--- src/rtl/rate_scheduler_pkg.sv ---
// Shared definitions for the rate scheduler: state encodings, level codes
// and a small helper used by the sequencing logic.
package rate_scheduler_pkg;

  typedef enum logic [1:0] {
    ST_IDLE  = 2'd0,
    ST_RUN   = 2'd1,
    ST_PAUSE = 2'd2,
    ST_DONE  = 2'd3
  } state_t;

  localparam logic [1:0] LVL_025HZ = 2'd0;
  localparam logic [1:0] LVL_05HZ  = 2'd1;
  localparam logic [1:0] LVL_1HZ   = 2'd2;
  localparam logic [1:0] LVL_2HZ   = 2'd3;

  // True when the level is the fastest one, after which the sequence ends.
  function automatic logic is_last_level(input logic [1:0] lvl);
    return (lvl == LVL_2HZ);
  endfunction

endpackage

--- src/rtl/rate_edge_sync.sv ---
// Brings one slow divider output into the clock_50 domain and produces a
// registered single-cycle pulse on each rising edge.
module rate_edge_sync (
  input  logic clk,
  input  logic reset,
  input  logic async_in,
  output logic rise
);

  logic sync1_r;
  logic sync2_r;
  logic dly_r;
  logic rise_r;

  // Two-flop synchroniser, one delay stage and a registered edge pulse.
  always_ff @(posedge clk or posedge reset) begin
    if (reset) begin
      sync1_r <= 1'b0;
      sync2_r <= 1'b0;
      dly_r   <= 1'b0;
      rise_r  <= 1'b0;
    end else begin
      sync1_r <= async_in;
      sync2_r <= sync1_r;
      dly_r   <= sync2_r;
      rise_r  <= sync2_r & ~dly_r;
    end
  end

  assign rise = rise_r;

endmodule

--- src/rtl/rate_scheduler.sv ---
// Rate scheduler: picks one divider rate per speed level, turns its rising
// edges into single-cycle ticks while running, and steps the level from slow
// to fast every TICKS_PER_LEVEL ticks until the fastest level completes.
module rate_scheduler
  import rate_scheduler_pkg::*;
#(
  parameter int TICKS_PER_LEVEL = 10,
  parameter int CNT_W           = 4,
  parameter int START_LEVEL     = 0
) (
  input  logic             clock_50,
  input  logic             reset,
  input  logic             c025hz,
  input  logic             c05hz,
  input  logic             c1hz,
  input  logic             c2hz,
  input  logic             start,
  input  logic             pause,
  input  logic             stop,
  output logic             tick,
  output logic [1:0]       level,
  output logic [CNT_W-1:0] tick_count,
  output logic             running,
  output logic             paused,
  output logic             done
);

  localparam logic [CNT_W-1:0] LAST_CNT  = CNT_W'(TICKS_PER_LEVEL - 1);
  localparam logic [CNT_W-1:0] ZERO_CNT  = CNT_W'(0);
  localparam logic [CNT_W-1:0] ONE_CNT   = CNT_W'(1);
  localparam logic [1:0]       START_LVL = 2'(START_LEVEL);

  // All four channels are always synchronised so switching level never
  // presents a stale or spurious edge to the sequencer.
  logic [3:0] rise_vec;
  logic       rise_sel;

  rate_edge_sync u_sync_025 (.clk(clock_50), .reset(reset), .async_in(c025hz), .rise(rise_vec[0]));
  rate_edge_sync u_sync_05  (.clk(clock_50), .reset(reset), .async_in(c05hz),  .rise(rise_vec[1]));
  rate_edge_sync u_sync_1   (.clk(clock_50), .reset(reset), .async_in(c1hz),   .rise(rise_vec[2]));
  rate_edge_sync u_sync_2   (.clk(clock_50), .reset(reset), .async_in(c2hz),   .rise(rise_vec[3]));

  state_t           state_r;
  state_t           state_n;
  logic [1:0]       level_r;
  logic [1:0]       level_n;
  logic [CNT_W-1:0] count_r;
  logic [CNT_W-1:0] count_n;
  logic             tick_r;
  logic             tick_n;

  assign rise_sel = rise_vec[level_r];

  // Next-state logic; priority is stop, then start, then pause, then rise.
  always_comb begin
    state_n = state_r;
    level_n = level_r;
    count_n = count_r;
    tick_n  = 1'b0;
    if (stop) begin
      state_n = ST_IDLE;
      level_n = LVL_025HZ;
      count_n = ZERO_CNT;
    end else if (start) begin
      state_n = ST_RUN;
      level_n = START_LVL;
      count_n = ZERO_CNT;
    end else begin
      case (state_r)
        ST_RUN: begin
          if (pause) begin
            // A rise coinciding with pause is deliberately dropped.
            state_n = ST_PAUSE;
          end else if (rise_sel) begin
            tick_n = 1'b1;
            if (count_r == LAST_CNT) begin
              count_n = ZERO_CNT;
              if (is_last_level(level_r)) begin
                state_n = ST_DONE;
              end else begin
                level_n = level_r + 2'd1;
              end
            end else begin
              count_n = count_r + ONE_CNT;
            end
          end else begin
            tick_n = 1'b0;
          end
        end
        ST_PAUSE: begin
          if (pause) begin
            state_n = ST_RUN;
          end else begin
            state_n = ST_PAUSE;
          end
        end
        ST_IDLE: state_n = ST_IDLE;
        ST_DONE: state_n = ST_DONE;
        default: state_n = ST_IDLE;
      endcase
    end
  end

  // State, level, tick counter and tick output registers.
  always_ff @(posedge clock_50 or posedge reset) begin
    if (reset) begin
      state_r <= ST_IDLE;
      level_r <= LVL_025HZ;
      count_r <= ZERO_CNT;
      tick_r  <= 1'b0;
    end else begin
      state_r <= state_n;
      level_r <= level_n;
      count_r <= count_n;
      tick_r  <= tick_n;
    end
  end

  assign tick       = tick_r;
  assign level      = level_r;
  assign tick_count = count_r;
  assign running    = (state_r == ST_RUN);
  assign paused     = (state_r == ST_PAUSE);
  assign done       = (state_r == ST_DONE);

endmodule

--- config.mk ---
export PLATFORM = sky130hd
export DESIGN_NAME = rate_scheduler
export DESIGN_NICKNAME = d
export VERILOG_FILES = /design/src/rtl/rate_scheduler_pkg.sv /design/src/rtl/rate_edge_sync.sv /design/src/rtl/rate_scheduler.sv
export SDC_FILE = /design/constraint.sdc
export NUM_CORES = 1
export LEC_CHECK = 0
export ABC_AREA = 1
export BUFFER_PORTS_ARGS = -buffer_cell sky130_fd_sc_hd__buf_2
export CORE_UTILIZATION = 41
export DETAILED_ROUTE_END_ITERATION = 12
export GPL_TIMING_DRIVEN = 0
export MAX_ROUTING_LAYER = met4
export SETUP_SLACK_MARGIN = 0.15
export SLEW_MARGIN = 5
export SYNTH_ARGS = -nofsm -noshare
export SYNTH_HDL_FRONTEND = slang
export SYNTH_SLANG_ARGS = --single-unit
--- constraint.sdc ---
create_clock -name clock_50 -period 2 [get_ports clock_50]
set_input_delay 0 -clock clock_50 [delete_from_list [all_inputs] [get_ports clock_50]]
set_output_delay 0 -clock clock_50 [all_outputs]
set_load 0.01 [all_outputs]
== After elaboration in Yosys (flattened, before gate mapping) ==
Index checks and enable logic that the tools add are counted.
Word-level totals
  register bits after elaboration: 25
  bits of input ports: 9
  output and inout bits: 10
  word-level logic and storage cells: 76
Operators by class
  add/subtract/negate cells: 2
  order comparisons: 1
  eq/ne operators: 10
  multiplexer cells: 28
  bitwise operators: 8
  reductions and logical operators: 7
Operator list (number)
  2-to-1 mux 2 bit: 14
  2-to-1 mux 4 bit: 6
  != test 5 x 4 -> 1 bit (second input constant): 3
  nonzero test 3 bit: 3
  one-hot mux 2 bit (4 select lines): 1
  == test 2 bit (second input constant): 3
  2-to-1 mux 1 bit: 6
  AND reduction 3 bit: 2
  AND reduction 5 bit: 1
  adder 4 x 1 -> 4 bit (second input constant): 1
  AND 1 bit: 4
  == test 4 bit (second input constant): 1
  inverter 1 bit: 4
  less-than comparator 2 x 3 -> 1 bit (second input constant): 1
  != test 3 x 2 -> 1 bit (second input constant): 1
  != test 3 bit (second input constant): 1
  adder 2 x 1 -> 2 bit (second input constant): 1
  binary-select mux 1 bit (select 2 bit): 1
  == test 2 x 1 -> 1 bit (second input constant): 1
  logical NOT 2 bit: 1

== Depth between registers and ports, before layout ==
  word-level depth: 8
  mapped depth: 8
  depth with buffers taken out: 8

== Modules after synthesis ==
Synthesis repeated with hierarchy kept, for this count alone.
Unflattened totals
  cell total of the unflattened synthesis: 109
  area, all modules: 1071.0 µm²
By module, submodules not included
  rate_scheduler: times used 1, cells each 81, area each 615.6 µm², sequential area each 225.2 µm²
  rate_edge_sync: times used 4, cells each 7, area each 113.9 µm², sequential area each 100.1 µm²

== Worst setup path before layout ==
OpenSTA, ideal clock, no wires.
  path kind: register to register
  from: register count_r[1] (netlist: tick_count[1])
  to: register level_r[0] (netlist: level[0])
  library setup time: 117 ps
  data arrival time: 1141 ps
  data required time: 1883 ps
  slack: 742 ps
  cell stages (with the launch flop): 8
  buffers on the path: 0
  clock period less this slack: 1258 ps
  cell sequence: dfrtp_1 -> inv_1 -> ha_1 -> nand3_1 -> o21ai_1 -> nand2_2 -> nand2_1 -> nand2_1
Between the ends
  longest elaborated chain between the ends: 3
Ends and longest elaborated chain
  start: declaration: line rate_scheduler.sv:47  | logic [CNT_W-1:0] count_r;
  start signal: assignment: line rate_scheduler.sv:114  | count_r <= count_n;
  == test 4 bit: line rate_scheduler.sv:76  | if (count_r == LAST_CNT) begin
  nonzero test 3 bit (no source line)
  AND reduction 5 bit (no source line)
  end signal: assignment: line rate_scheduler.sv:113  | level_r <= level_n;
  end: declaration: line rate_scheduler.sv:45  | logic [1:0] level_r;
Every way passes these cells.
A chain may end at the register's enable or synchronous reset.

== Worst setup path after layout ==
Same ends and word-level chain as after synthesis.

==> results.yml <==
floorplanning:
  ioPinCount: 19
  rows: 17
  dieArea_sq_um: 2700
  die_w_microns: 51.9
  initial_utilization_pct: 44.9
  die_y_microns: 51.9
  core_area_sq_um: 2280
sta:
  slew_headroom_pct: 40.5
  fin_skew_ns: 0.0150
  rsz0062_at_grt: "false"
  period_share_pct: 68.7
  fmax_ghz: 0.728
  worst-slew-pin-transition_ns: 0.892
  finalHoldViolCount: 0
  final-setup-viol-count: 0
  post-route-min-period_ns: 1.37
  tns_ns: 0
  slew_violations: 0
clocking:
  cts.hold.buffers_added: 7
  cts_buffers: 3
  cts_buffer_depth: 2
  htree_levels: 1
  cts_root_buffer: "clkbuf_4"
  worstSkewPairLatency_ns: 0.32
  clk_pin_slew_worst_paths_ns: 0.15
  cts_tree: "built"
  cts_sinks: 25
  cts_resized: 0
  post_cts_buffers: 0
status:
  outcome: "completed"
setup_path:
  path_cells: "inv_1 > ha_1 > nand3_1 > o21ai_1 > nand2_2 > nand2_1 > nand2_1"
  startpoint_type: "flop"
  path_delay_family: "flip-flops"
  reg2reg_slack_ns: 0.63
  critPathMaxStageDelay_ns: 0.43
  cp_num_buf_inv: 1
  crit_top_cell: "nand2_1"
  required_ns: 2.22
  endpoint_kind: "flop"
  slowest_stage: "dfrtp_1"
  r2r-start: "tick_count[1]"
  critPathKind: "reg2reg"
  crit_path_start: "tick_count[1]"
  path_max_fanout: 4
  arrival_ns: 1.59
global_routing:
  grt_start_max_net_pins: 26
  grt_pass1_vias: 707
  gr-usage-all-layers_pct: 15.1
  grt_pass1_wl_microns: 2840
  antenna_found_initial: 0
  grt_overflow_total: 0
logic_synthesis:
  yosysWarnings: 0
  synth_xor_area_share_pct: 0.857
  synth_top_family_by_area: "simple AND/OR/NAND/NOR gates"
  synth_fa_ha_area_share_pct: 3.67
  synth-simple-area-share_pct: 23.3
  synth_cell_type_count: 19
  syn_area_per_cell_sq_um: 10.0
  synth_top_cell_by_area: "dfrtp_1"
  synth_mux_area_share_pct: 0
  syn_nets: 114
  synth-compound-area-share_pct: 4.04
  synthTopCellsByArea: "dfrtp_1, nand2_1, inv_1, ha_1, nor2_1"
  yosysSeqAreaShare_pct: 61.2
  postSynthCellCount: 102
  synth_top_area_share_pct: 61.2
  synthesis.area_sq_um: 1020
  ys_seq_elements: 25
layout:
  final_common_cell: "dfrtp_1"
  largest_register_ffs: 4
  mostFrequentLayoutCells: "dfrtp_1, nand2_1, buf_2"
  fin_nets: 144
  drive_above_1_share_pct: 23.7
  antennaDiodeCount: 0
  syn2layout_area_growth_pct: 22.2
  fin_area_sq_um: 1250
pwr:
  peakVddDrop_v: 0.000560
  cellLeakagePower_nw: 0.652
  powerDensity_nw_per_um2: 690
  p_total_uw: 862
placed_design:
  dpl.hpwl_microns: 1140
  port_buffers: 18
  dpl_cell_area_sq_um: 1150
  place_congestion: 0.728
routing:
  drc_errors: 0
  drtAntennaViolNets: 0
  dr_total_vias: 721
  wirelength_microns: 1560
  drt-initial-drc-count: 3
  viasPerCell: 4.53
  dr.pass1.iters: 4
  post_drt_wl_per_cell_microns: 9.82
flow_run:
  drv_cap: 0
min_path:
  min_from: "pause"
  worstHoldPathType: "in2reg"
[layer usage]
layer	GRT usage, %	wire length [microns]	vias up
li1	-	-	372
met1	16.5	693	332
met2	25.4	779	15
met3	6.14	74	2
met4	4.05	14	0
met5	-	0	-
[where the power goes]
group | internal (mW) | switching [mW] | total (mW)
sequential | 0.528 | 0.0138 | 0.541
clock | 0.0813 | 0.153 | 0.235
combinational | 0.0356 | 0.0503 | 0.0859
[worst paths after layout]
path,end,cells past startpoint
max reg2reg,level[0],7
min,state_r[0],3
min in group asynchronous,u_sync_025.sync1_r,3
max,level[0],7
min reg2reg,u_sync_05.sync2_r,0
max in group asynchronous,u_sync_05.rise,3
[synth_stat cells]
library cell   n
a21oi_1        2
a31oi_1        1
dfrtp_1       25
ha_1           3
inv_1         17
inv_2          2
nand2_1       19
nand2_2        1
nand2_4        1
nand3_1        7
nand3_2        2
nand3_4        1
nor2_1        10
nor2_4         2
nor3_1         2
o21ai_0        1
o21ai_1        4
or2_1          1
xor2_1         1
[logic make-up (layout without fill, tap and decap cells)]
kind of cell / Yosys count / count (layout)
XOR/XNOR: 1 / 1
adder cells (fa/ha/maj): 3 / 3
AO/OA/AOI/OAI: 8 / 8
buffers and inverters: 19 / 48
flip-flops: 25 / 25
AND/OR/NAND/NOR: 46 / 46
[stage by stage]
stage	util, %	cells	hold slack, ns	setup slack, ns
2_1_floorplan	-	102	0.0273	0.742
3_3_place_gp	50.4	148	0.108	0.682
3_5_place_dp	50.4	148	0.110	0.656
4_1_cts	54.9	159	0.0126	0.617
5_1_grt	54.9	159	0.0205	0.460
6_report	54.9	159	0.0128	0.626
[worst reg2reg max path, delay by kind of cell (launching register included)]
family	cells	cell delay, ns
DFF	1	0.43
and+or+nand+nor	4	0.35
adders and majority gates	1	0.14
AOI/OAI and AO/OA	1	0.27
buffers and inverters	1	0.08
[layout make-up]
type / count / area [sq um]
fill: 208 / 1030
multi-input combinational: 58 / 325
inverter: 19 / 71.3
tap: 28 / 35.0
clock inverter: 1 / 8.76
sequential: 25 / 626
timing repair buffer: 25 / 160
clock buffer: 3 / 22.5
Note: power is estimated with default switching activity, not from simulation.
